--- src/rtl/multdiv_pkg.sv ---
// Shared constants and state encoding for the sequential multiply/divide unit.
package multdiv_pkg;

    localparam int WIDTH = 32;
    localparam int ITER  = 32;
    localparam int CNT_W = 6;

    typedef enum logic [1:0] {
        IDLE = 2'd0,
        MULT = 2'd1,
        DIV  = 2'd2,
        DONE = 2'd3
    } state_t;

    // Two's-complement magnitude; 0x80000000 maps to itself, read as unsigned 2^31.
    function automatic logic [WIDTH-1:0] magnitude(input logic [WIDTH-1:0] v);
        return v[WIDTH-1] ? -v : v;
    endfunction

endpackage

--- src/rtl/seq_multdiv_addsub.sv ---
// 33-bit adder/subtractor shared by the Booth step and the restoring-divide step.
module seq_multdiv_addsub #(
    parameter int W = 33
) (
    input  logic [W-1:0] a,
    input  logic [W-1:0] b,
    input  logic         sub,
    output logic [W-1:0] y
);

    assign y = sub ? (a - b) : (a + b);

endmodule

--- src/rtl/seq_multdiv.sv ---
// Sequential signed multiplier (radix-2 Booth) and restoring divider, 32 iterations each,
// with one-cycle completion pulse and registered result/exception.
module seq_multdiv #(
    parameter int WIDTH = 32
) (
    input  logic             clock,
    input  logic             reset_n,
    input  logic [WIDTH-1:0] data_operandA,
    input  logic [WIDTH-1:0] data_operandB,
    input  logic             ctrl_MULT,
    input  logic             ctrl_DIV,
    output logic [WIDTH-1:0] data_result,
    output logic             data_exception,
    output logic             data_resultRDY
);

    import multdiv_pkg::*;

    state_t           state;
    logic [CNT_W-1:0] cnt;
    logic [WIDTH-1:0] acc;      // Booth accumulator / divide partial remainder
    logic [WIDTH-1:0] mq;       // multiplier -> product low word / dividend -> quotient
    logic [WIDTH-1:0] opm;      // multiplicand or divisor magnitude
    logic             q_1;
    logic             is_div;
    logic             neg;
    logic             div_zero;

    logic [WIDTH:0]   as_a;
    logic [WIDTH:0]   as_b;
    logic [WIDTH:0]   as_y;
    logic             as_sub;
    logic [WIDTH:0]   booth_sum;
    logic [WIDTH-1:0] quot;
    logic             mult_ovf;
    logic             start;

    assign start = ctrl_MULT | ctrl_DIV;

    // NOTE: every always_comb output gets a default first so no path leaves it unassigned (no latch).
    always_comb begin
        as_a   = {acc[WIDTH-1], acc};
        as_b   = {opm[WIDTH-1], opm};
        as_sub = ({mq[0], q_1} == 2'b10);
        if (state == DIV) begin
            as_a   = {acc, mq[WIDTH-1]};
            as_b   = {1'b0, opm};
            as_sub = 1'b1;
        end
    end

    seq_multdiv_addsub #(.W(WIDTH + 1)) u_addsub (
        .a   (as_a),
        .b   (as_b),
        .sub (as_sub),
        .y   (as_y)
    );

    // Booth pairs 00/11 only shift; 01/10 shift the add/subtract result.
    assign booth_sum = (mq[0] ^ q_1) ? as_y : as_a;
    assign quot      = neg ? -mq : mq;
    // Product fits in 32 bits only when bits [63:31] are all copies of the sign.
    assign mult_ovf  = !((&{acc, mq[WIDTH-1]}) || !(|{acc, mq[WIDTH-1]}));

    // NOTE: sequential state uses non-blocking assignments so every register sees pre-edge values.
    always_ff @(posedge clock or negedge reset_n) begin
        if (!reset_n) begin
            state          <= IDLE;
            cnt            <= '0;
            acc            <= '0;
            mq             <= '0;
            opm            <= '0;
            q_1            <= 1'b0;
            is_div         <= 1'b0;
            neg            <= 1'b0;
            div_zero       <= 1'b0;
            data_result    <= '0;
            data_exception <= 1'b0;
            data_resultRDY <= 1'b0;
        end else begin
            data_resultRDY <= 1'b0;
            if (start) begin
                cnt <= '0;
                acc <= '0;
                q_1 <= 1'b0;
                if (ctrl_MULT) begin
                    state    <= MULT;
                    is_div   <= 1'b0;
                    mq       <= data_operandB;
                    opm      <= data_operandA;
                    neg      <= 1'b0;
                    div_zero <= 1'b0;
                end else begin
                    // Divide by zero skips iteration and completes on the next edge.
                    state    <= (data_operandB == '0) ? DONE : DIV;
                    is_div   <= 1'b1;
                    mq       <= magnitude(data_operandA);
                    opm      <= magnitude(data_operandB);
                    neg      <= data_operandA[WIDTH-1] ^ data_operandB[WIDTH-1];
                    div_zero <= (data_operandB == '0);
                end
            end else begin
                case (state)
                    IDLE: ;
                    MULT: begin
                        acc <= booth_sum[WIDTH:1];
                        mq  <= {booth_sum[0], mq[WIDTH-1:1]};
                        q_1 <= mq[0];
                        cnt <= cnt + 1'b1;
                        if (cnt == CNT_W'(ITER - 1)) state <= DONE;
                    end
                    DIV: begin
                        if (!as_y[WIDTH]) begin
                            acc <= as_y[WIDTH-1:0];
                            mq  <= {mq[WIDTH-2:0], 1'b1};
                        end else begin
                            acc <= as_a[WIDTH-1:0];
                            mq  <= {mq[WIDTH-2:0], 1'b0};
                        end
                        cnt <= cnt + 1'b1;
                        if (cnt == CNT_W'(ITER - 1)) state <= DONE;
                    end
                    DONE: begin
                        if (!is_div) begin
                            data_result    <= mq;
                            data_exception <= mult_ovf;
                        end else if (div_zero) begin
                            data_result    <= '0;
                            data_exception <= 1'b1;
                        end else begin
                            // Unsigned quotient 2^31 with like signs is the only overflow.
                            data_result    <= quot;
                            data_exception <= mq[WIDTH-1] & ~neg;
                        end
                        data_resultRDY <= 1'b1;
                        cnt            <= '0;
                        state          <= IDLE;
                    end
                    default: state <= IDLE;
                endcase
            end
        end
    end

endmodule
--- config.mk ---
export PLATFORM = sky130hd
export DESIGN_NAME = seq_multdiv
export DESIGN_NICKNAME = d
export VERILOG_FILES = /design/src/rtl/multdiv_pkg.sv /design/src/rtl/seq_multdiv_addsub.sv /design/src/rtl/seq_multdiv.sv
export SDC_FILE = /design/constraint.sdc
export NUM_CORES = 1
export LEC_CHECK = 0
export CAP_MARGIN = 20
export CORE_AREA = 2 2 171 173
export DETAILED_ROUTE_END_ITERATION = 8
export DIE_AREA = 0 0 173 175
export PLACE_DENSITY = 0.74
export SLEW_MARGIN = 20
export SYNTH_ARGS = -nofsm -noshare
export SYNTH_HDL_FRONTEND = slang
export SYNTH_HIERARCHICAL = 1
export SYNTH_SLANG_ARGS = --single-unit
--- constraint.sdc ---
create_clock -name clock -period 7.3 [get_ports clock]
set_clock_uncertainty 0.2 [all_clocks]
set_input_delay 1.46 -clock clock [delete_from_list [all_inputs] [get_ports clock]]
set_output_delay 1.46 -clock clock [all_outputs]
set_load 0.05 [all_outputs]
==> results of run 1 <==
## layout make-up
type	instances	area share
clock buffer	18	0.02974
clock inverter	14	0.008672
inverter	67	0.01743
multi-input combinational	1217	0.5873
sequential	142	0.2463
tap	384	0.03330
timing repair buffer	116	0.07726
## registers in the layout, indices dropped and copies added, names as in the netlist
| signal | count |
|---|---|
| q_1 | 1 |
| mq | 32 |
| is_div | 1 |
| data_exception | 1 |
| state | 2 |
| data_resultRDY | 1 |
| div_zero | 1 |
| opm | 32 |
| neg | 1 |
| acc | 32 |
| cnt | 6 |
| data_result | 32 |
## where the power goes
part	switching (mW)	internal (mW)	leakage, nW	total [mW]
registers	0.156	0.920	1.80	1.08
clock network	0.409	0.448	0.260	0.856
logic	1.15	0.771	4.14	1.92
total	1.71	2.14	6.19	3.85
## cell usage after synthesis, types with 5 or more instances
cell,number
a21oi_1,91
o211a_1,29
a211o_1,7
dfrtp_1,142
a22o_1,35
o31ai_1,30
nand3b_1,5
clkbuf_1,89
a21o_1,9
mux2_2,7
o41ai_1,13
a221oi_1,16
nand3_1,15
nor2b_1,34
xor2_1,48
o21a_1,5
mux2i_1,113
nor3_1,26
and3_1,9
buf_1,14
o22ai_1,14
o21ai_0,104
a2111oi_0,10
inv_1,65
a211oi_1,16
nor3b_1,8
or4_1,14
or2_2,5
nand2_1,123
a22oi_1,19
or3_1,16
ha_1,41
nor2_1,132
xnor2_1,91
nand4_1,16
nor4_1,26
o211ai_1,11
nand2b_1,5
a31oi_1,16
## critical path, cell delays in order (launching register included)
cell	delay [ns]
dfrtp_1	0.41
inv_1	0.12
ha_4	0.52
buf_4	0.55
o21ai_0	0.17
inv_1	0.08
ha_1	0.15
inv_1	0.05
fa_1	0.41
a211oi_1	0.32
o211ai_1	0.15
a41oi_1	0.40
o21ai_1	0.19
a31oi_1	0.29
a21oi_1	0.15
xnor2_2	0.17
buf_4	0.31
nor2b_1	0.12
o21ai_0	0.18
o211ai_1	0.12
o21ai_0	0.12
a21oi_1	0.10
## how the worst max path moves through the flow
stage | start | endpoint | slack, ns
after CTS | state[0] | mq[0] | 1.90
after detailed placement | state[0] | mq[0] | 1.92
after global routing | state[0] | mq[0] | 1.44
final | state[0] | mq[0] | 1.83
after floorplan | state[0] | acc[2] | 1.81
after global placement | state[0] | mq[0] | 2.12
## per-layer routing
| layer | vias to the layer above | global-route usage |
|---|---|---|
| met5 | - | 0 |
| met4 | 0 | 0.08581 |
| met3 | 72 | 0.04286 |
| met2 | 537 | 0.3985 |
| met1 | 6052 | 0.3467 |
| li1 | 5699 | - |
## per-stage QoR
step | setup WS [ns] | util | total power [mW] | area, um2
global placement | 2.116 | 0.4886 | 2.939 | 13870
detailed placement | 1.920 | 0.4886 | 2.971 | 13870
global route | 1.441 | 0.5082 | 4.065 | 14430
CTS | 1.899 | 0.5081 | 3.839 | 14430
floorplan | 1.813 | - | 2.446 | 12660
finish | 1.829 | 0.5082 | 3.851 | 14430
## cells in the final DEF (no fill, tap or decap), drive strengths merged, types with 19 or more instances in the layout
cell	count
a22oi	19
nor3	27
nand2	123
o21ai	108
nor2b	34
a21oi	91
nor4	28
mux2i	113
a22o	35
nor2	132
dfrtp	142
clkdlybuf4s50	98
xor2	48
ha	41
xnor2	92
inv	73
o31ai	30
o211a	29
## kinds of logic after synthesis
family,share of synthesized area
xor+xnor,0.09743
fa+ha+maj,0.04209
buf+inv,0.05336
compound gates,0.2514
simple gates,0.1795
mux,0.09555
flops,0.2806
==> impl_metrics.py, run 1 <==
metrics = {
    "min_path": {
        "min_from": "data_result[16]",
        "hold_path.class": "reg -> reg",
        "whs_path_depth": 1,
        "min_delay_worst_endpoint": "data_result[16]",
    },
    "synth": {
        "synth_nets": 1644,
        "synth_ff_type": "dfrtp_1",
        "synth_area_leaders": "dfrtp_1, mux2i_1, xnor2_1",
        "synth_top_area_frac": 0.2806,
        "seq_area_frac_synth": 0.2806,
        "syn_inst": 1534,
        "synthDistinctLibCells": 76,
        "synth_edf_count": 0,
        "synthArstFlopShare": 1.000,
        "yosys_warnings": 6,
        "synth_top_area_cell": "dfrtp_1",
        "ys_ff_latch": 142,
        "synth_area_um2": 12660,
        "syn_area_per_cell_um2": 8.254,
    },
    "placed_design": {
        "place_inst": 1926,
        "gp_congestion": 0.9247,
        "dp_hpwl_um": 27400,
        "portBuffers": 101,
    },
    "global_routing": {
        "grt_pass1_wl_um": 62170,
        "grt_pass1_vias": 11740,
        "antenna_found_initial": 0,
        "grt_usage": 0.2513,
        "grt_max_degree": 82,
        "overflow": 0,
    },
    "sta": {
        "rsz0062_at_grt": "false",
        "maxSlewHeadroom": 0.2808,
        "fmax_mhz": 182.8,
        "tightest_slew_ns": 1.079,
        "hold_violations": 0,
        "tns_ns": 0,
        "min_period_ns": 5.471,
        "maxSlewViolCount": 0,
        "hold_ws_ns": 0.3080,
        "setup_viol": 0,
        "timing.final.crit_share": 0.7495,
    },
    "cts": {
        "htree_levels": 4,
        "cts_buffer_depth": 2,
        "cts-root-buf": "clkbuf_16",
        "cts_buffers": 17,
        "cts_resized": 0,
        "cts_hold_buf": 0,
        "clkTransAtPathRegs_ns": 0.06,
        "post-cts-setup-buffers": 0,
        "cts_tree": "built",
        "clkLatencyLatePin_ns": 0.44,
        "cts_sinks": 142,
    },
    "critical_path": {
        "r2r_start": "state[0]",
        "r2r_cells": 21,
        "endpoint_kind": "register",
        "ff2ff_setup_slack_ns": 1.83,
        "critical_path_required_ns": 7.38,
        "critPathKind": "reg -> reg",
        "critPathMaxFanout": 60,
        "reg2reg_to": "mq[0]",
        "start_kind": "register",
        "arrival_ns": 5.56,
    },
    "die": {
        "start_util": 0.4460,
        "rows": 62,
        "core-area_um2": 28390,
        "dieWidth_um": 173,
        "die_height_um": 175,
        "ioPinCount": 102,
        "dieArea_um2": 30280,
    },
    "detailed_routing": {
        "met1_length_um": 16970,
        "wl_met2_um": 17610,
        "routedWlPerCell_um": 19.70,
        "ant_nets": 0,
        "drtIter0Drc": 1264,
        "wl_met3_um": 2943,
        "vias": 12360,
        "drt_wl_total_um": 38570,
        "viasPerCell": 6.313,
        "top_layer": "met4",
        "drc": 0,
        "first_pass_iters": 6,
    },
    "power": {
        "p_leak_nw": 6.191,
        "peakVddDrop_mv": 0.1979,
        "power.density_nw_per_um2": 266.9,
    },
    "finish": {
        "area_growth_syn_to_layout_pct": 13.95,
        "drive_gt1_frac": 0.05527,
        "multiInputGateArea_um2": 8474,
        "ff_latch_area_um2": 3553,
        "fillers": 2697,
        "diodes": 0,
        "nets": 1671,
        "layoutNonFillerInstCount": 1958,
    },
    "run": {
        "drv_cap": 0,
    },
    "run_status": {
        "status": "finished, final reports clean",
    },
}
(Power assumes the default switching activity.)
==> inputs of run 2 (changes only) <==
clock period = 5.3 ns   (was 7.3 ns; I/O delays follow)
==> run 2 against run 1 <==
Against the previous run: setup slack worse by 1.5 ns; maximum frequency rose by 11%; final cell count grew 0.41%; sequential power up 37%; critical path type unchanged; final area grew 1.1%; first-iteration DRC count is 7.4% higher.
==> impl_metrics.py, run 2 (same netlist as run 1, synthesis figures left out) <==
metrics = {
    "min_path": {
        "hold_path.class": "reg -> reg",
        "whs_path_depth": 1,
        "min_delay_worst_endpoint": "data_result[14]",
        "min_from": "data_result[14]",
    },
    "detailed_routing": {
        "routedWlPerCell_um": 19.71,
        "ant_nets": 0,
        "drtIter0Drc": 1357,
        "viasPerCell": 6.249,
        "drt_wl_total_um": 38760,
        "first_pass_iters": 6,
        "vias": 12290,
        "drc": 0,
    },
    "finish": {
        "layout_commonest_cell": "dfrtp_1",
        "drive_gt1_frac": 0.05882,
        "mostFrequentLayoutCells": "dfrtp_1, nor2_1, nand2_1",
        "nets": 1678,
        "area_growth_syn_to_layout_pct": 15.17,
        "final_area_um2": 14580,
    },
    "critical_path": {
        "slowest_delay_ns": 0.56,
        "critPathTopFamily": "simple AND/OR/NAND/NOR gates",
        "cp_slowest_cell": "or4_4",
        "start_kind": "register",
        "ff2ff_setup_slack_ns": 0.38,
        "critPathKind": "reg -> reg",
        "r2r_start": "opm[10]",
        "reg2reg_to": "acc[17]",
        "arrival_ns": 5.04,
        "r2r_cells": 18,
        "critical_path_required_ns": 5.42,
        "cp_cell_sequence": "or4_4, or3_4, nor3_4, and3_1, nor2_1, xnor2_1, ha_1, o21a_1, o22a_1, a22o_1, a31oi_1, a21oi_1, xnor2_2, buf_4, buf_12, mux2i_1, nand2_1, o211a_1",
        "cp-startpoint": "opm[10]",
        "path_buf_inv": 2,
        "endpoint_kind": "register",
        "critPathMaxFanout": 24,
    },
    "run_status": {
        "status": "finished, final reports clean",
    },
    "sta": {
        "setup_ws_ns": 0.3758,
        "rsz0062_at_grt": "false",
        "fmax_mhz": 203.1,
        "hold_violations": 0,
        "min_period_ns": 4.924,
        "timing.final.crit_share": 0.9291,
        "maxSlewHeadroom": 0.2374,
        "setup_viol": 0,
        "tightest_slew_ns": 1.144,
        "maxSlewViolCount": 0,
    },
    "cts": {
        "clkLatencyLatePin_ns": 0.44,
        "cts_hold_buf": 0,
        "cts_tree": "built",
        "cts_sinks": 142,
        "cts_buffer_depth": 2,
        "clkTransAtPathRegs_ns": 0.06,
        "cts_buffers": 17,
        "cts-root-buf": "clkbuf_16",
        "htree_levels": 4,
    },
    "power": {
        "peakVddDrop_mv": 0.2208,
        "finalPower_mw": 5.447,
        "power.density_nw_per_um2": 373.5,
        "p_leak_nw": 6.268,
    },
    "placed_design": {
        "dp_hpwl_um": 27680,
        "portBuffers": 101,
        "gp_congestion": 0.9064,
        "placed_cell_area_um2": 13940,
        "dp_slack_ns": 0.3351,
    },
    "run": {
        "drv_cap": 0,
    },
    "die": {
        "rows": 62,
        "ioPinCount": 102,
        "core-area_um2": 28390,
        "dieWidth_um": 173,
        "start_util": 0.4460,
        "dieArea_um2": 30280,
        "die_height_um": 175,
    },
    "global_routing": {
        "grt_max_degree": 110,
        "antenna_found_initial": 0,
        "grt_pass1_vias": 11570,
        "grt_pass1_wl_um": 62010,
        "overflow": 0,
        "grt_usage": 0.2524,
    },
}
run 2: cell count changes in the layout (fill, tap and decap cells not counted), moves of 2 or more:
cell | previous run | this run
buf_4 | 15 | 20
bufinv_16 | 0 | 3
inv_6 | 5 | 3
buf_12 | 0 | 2
run 2: worst max path at each step:
stage               endpoint  slack, ns  cells after the start
global placement     acc[10]       0.53                     18
detailed placement   acc[17]       0.34                     18
floorplan             acc[2]      -0.19                     22
finish               acc[17]       0.38                     18
global route         acc[17]       0.04                     20
CTS                  acc[17]       0.27                     18
run 2: power breakdown:
part	total (mW)	internal, mW	switching (mW)
clock	1.29	0.752	0.539
combinational	2.68	1.09	1.59
sequential	1.48	1.27	0.209
total	5.45	3.11	2.34
run 2: timing repair:
item	CTS	global route
buffers inserted	0	1
setup endpoints to repair	0	30
gates resized for setup	0	2
run 2: stage by stage:
stage,std cells,hold WS [ns],setup TNS (ns),utilization
6_report,1966,0.3017,0,0.5136
5_1_grt,1965,0.3231,0,0.5135
4_1_cts,1964,0.3085,0,0.5126
3_5_place_dp,1932,0.2899,0,0.4911
3_3_place_gp,1932,0.2913,0,0.4911
2_1_floorplan,1534,0.2863,-5.157,-
run 2: area by class of cell:
cell class	instances	area [um2]
antenna	1	2.502
sequential	142	3553
fill	2673	13810
timing repair buffer	123	1192
inverter	67	251.5
clock buffer	18	429.2
tap	384	480.5
clock inverter	14	183.9
multi-input combinational	1217	8489
run 2: routing by layer:
layer / part of all wire / vias up / global-route usage
met5: 0 / - / 0
met2: 0.46 / 535 / 0.4008
met4: 0.028 / 0 / 0.09357
li1: - / 5714 / -
met1: 0.44 / 5968 / 0.3502
met3: 0.074 / 69 / 0.03481
==> inputs of run 3 (changes only) <==
PLACE_DENSITY = default   (was 0.74)
==> run 3 against run 2 <==
Against the previous run: clock-buffer cell count increased by 2; final area fell by 0.15%; register-to-register slack lost 0.03 ns; largest cell class unchanged; critical path depth is 1 lower; via count shrank 2.7%; global-route usage rose by 0.74 points; clock power decreased by 4%; setup slack lost 0.031 ns; final cell count is 0.20% higher; first-iteration DRC count decreased by 28%; combinational power hardly changed; non-clock buffer count is 5 higher.
==> impl_metrics.py, run 3 (same netlist as run 1, synthesis figures left out) <==
metrics = {
    "finish": {
        "mostFrequentLayoutCells": "dfrtp_1, nor2_1, nand2_1",
        "diodes": 0,
        "nets": 1683,
        "area_growth_syn_to_layout_pct": 15.00,
        "final_area_um2": 14560,
        "utilization": 0.5129,
        "drive_gt1_frac": 0.06179,
        "layoutNonFillerInstCount": 1970,
        "layout_commonest_cell": "dfrtp_1",
    },
    "placed_design": {
        "portBuffers": 101,
        "dp_slack_ns": 0.3817,
        "placed_cell_area_um2": 13960,
        "dp_hpwl_um": 28550,
        "place_inst": 1938,
        "gp_congestion": 0.8799,
    },
    "sta": {
        "maxSlewViolCount": 0,
        "min_period_ns": 4.955,
        "setup_ws_ns": 0.3447,
        "maxSlewHeadroom": 0.3064,
        "fmax_mhz": 201.8,
        "hold_violations": 0,
        "tightest_slew_ns": 1.027,
        "rsz0062_at_grt": "false",
        "setup_viol": 0,
        "timing.final.crit_share": 0.9350,
    },
    "min_path": {
        "hold_path.class": "reg -> reg",
    },
    "cts": {
        "cts_buffers": 17,
        "cts-root-buf": "clkbuf_16",
        "htree_levels": 4,
        "clkTransAtPathRegs_ns": 0.08,
        "clkLatencyLatePin_ns": 0.45,
        "cts_buffer_depth": 2,
        "post-cts-setup-buffers": 0,
        "cts_tree": "built",
        "cts_sinks": 142,
    },
    "detailed_routing": {
        "viasPerCell": 6.071,
        "first_pass_iters": 6,
        "ant_nets": 0,
        "drtIter0Drc": 974,
        "drc": 0,
        "vias": 11960,
        "routedWlPerCell_um": 20.01,
        "drt_wl_total_um": 39430,
    },
    "global_routing": {
        "antenna_found_initial": 0,
        "grt_pass1_wl_um": 62960,
        "overflow": 0,
        "grt_pass1_vias": 11370,
        "grt_max_degree": 93,
        "grt_usage": 0.2598,
    },
    "critical_path": {
        "endpoint_kind": "register",
        "critical_path_required_ns": 5.44,
        "start_kind": "register",
        "critPathKind": "reg -> reg",
        "arrival_ns": 5.09,
        "critPathMaxFanout": 9,
    },
    "run_status": {
        "status": "finished, final reports clean",
    },
    "die": {
        "rows": 62,
        "die_height_um": 175,
        "ioPinCount": 102,
        "start_util": 0.4460,
        "dieArea_um2": 30280,
        "dieWidth_um": 173,
        "core-area_um2": 28390,
    },
    "power": {
        "power.density_nw_per_um2": 369.9,
        "p_leak_nw": 6.261,
        "peakVddDrop_mv": 0.2327,
        "finalPower_mw": 5.387,
    },
    "run": {
        "drv_cap": 0,
    },
}
[run 3: changes by cell type in the layout (fill, tap and decap cells not counted), sizes merged]
| cell | before | now |
|---|---|---|
| bufinv | 3 | 2 |
| inv | 70 | 67 |
| buf | 25 | 30 |
| diode | 1 | 0 |
| clkbuf | 18 | 20 |
| clkinvlp | 3 | 5 |
[run 3: path summary, 6_finish.rpt]
path / from / endpoint / slack, ns / cells after the start
worst max-delay path: opm[10] / acc[2] / 0.34 / 17
worst min-delay path: data_result[27] / data_result[27] / 0.30 / 1
worst max register to register: opm[10] / acc[2] / 0.34 / 17
worst min register to register: data_result[27] / data_result[27] / 0.30 / 1
max in group asynchronous: reset_n / mq[11] / 3.36 / 2
min in group asynchronous: reset_n / acc[4] / 0.53 / 1
[run 3: layout make-up]
| class | instances | area, um2 |
|---|---|---|
| repair buffers | 128 | 1209 |
| flip-flops and latches | 142 | 3553 |
| clock inverters | 12 | 137.6 |
| well taps | 384 | 480.5 |
| multi-input cells | 1217 | 8483 |
| inverters | 67 | 251.5 |
| clock buffers | 20 | 446.7 |
| fillers | 2752 | 13830 |
[run 3: worst max-delay path, cell delays in order, from the launching register on]
cell and delay (ns):
dfrtp_1 0.43, or4_4 0.57, or3_4 0.36, nor3_4 0.15, and3_1 0.40, nor2_1 0.10
xnor2_1 0.21, ha_1 0.35, o21a_1 0.20, o22a_1 0.22, a22o_1 0.24, a31oi_1 0.22
a21oi_1 0.15, xnor2_2 0.28, buf_4 0.30, mux2i_1 0.25, nand2_1 0.07, o211a_1 0.16
[run 3: through the flow]
stage / setup TNS, ns / hold slack, ns
3_3_place_gp: 0 / 0.2898
6_report: 0 / 0.3046
5_1_grt: 0 / 0.3224
4_1_cts: 0 / 0.3100
2_1_floorplan: -5.157 / 0.2863
3_5_place_dp: 0 / 0.2898
[run 3: power breakdown]
group / switching [mW] / internal, mW / total, mW
Clock: 0.535 / 0.709 / 1.24
Combinational: 1.59 / 1.08 / 2.67
Sequential: 0.202 / 1.27 / 1.47
Total: 2.33 / 3.05 / 5.39
[run 3: routing by layer]
layer | track usage | vias to the layer above | share of wire
met1 | 0.3642 | 5788 | 0.46
li1 | - | 5724 | -
met5 | 0 | - | 0
met2 | 0.4065 | 398 | 0.46
met3 | 0.05265 | 49 | 0.067
met4 | 0.07203 | 0 | 0.018
[run 3: what timing repair did]
item,CTS,global route
gates resized for setup,0,3
hold buffers,0,0
setup endpoints to repair,0,16
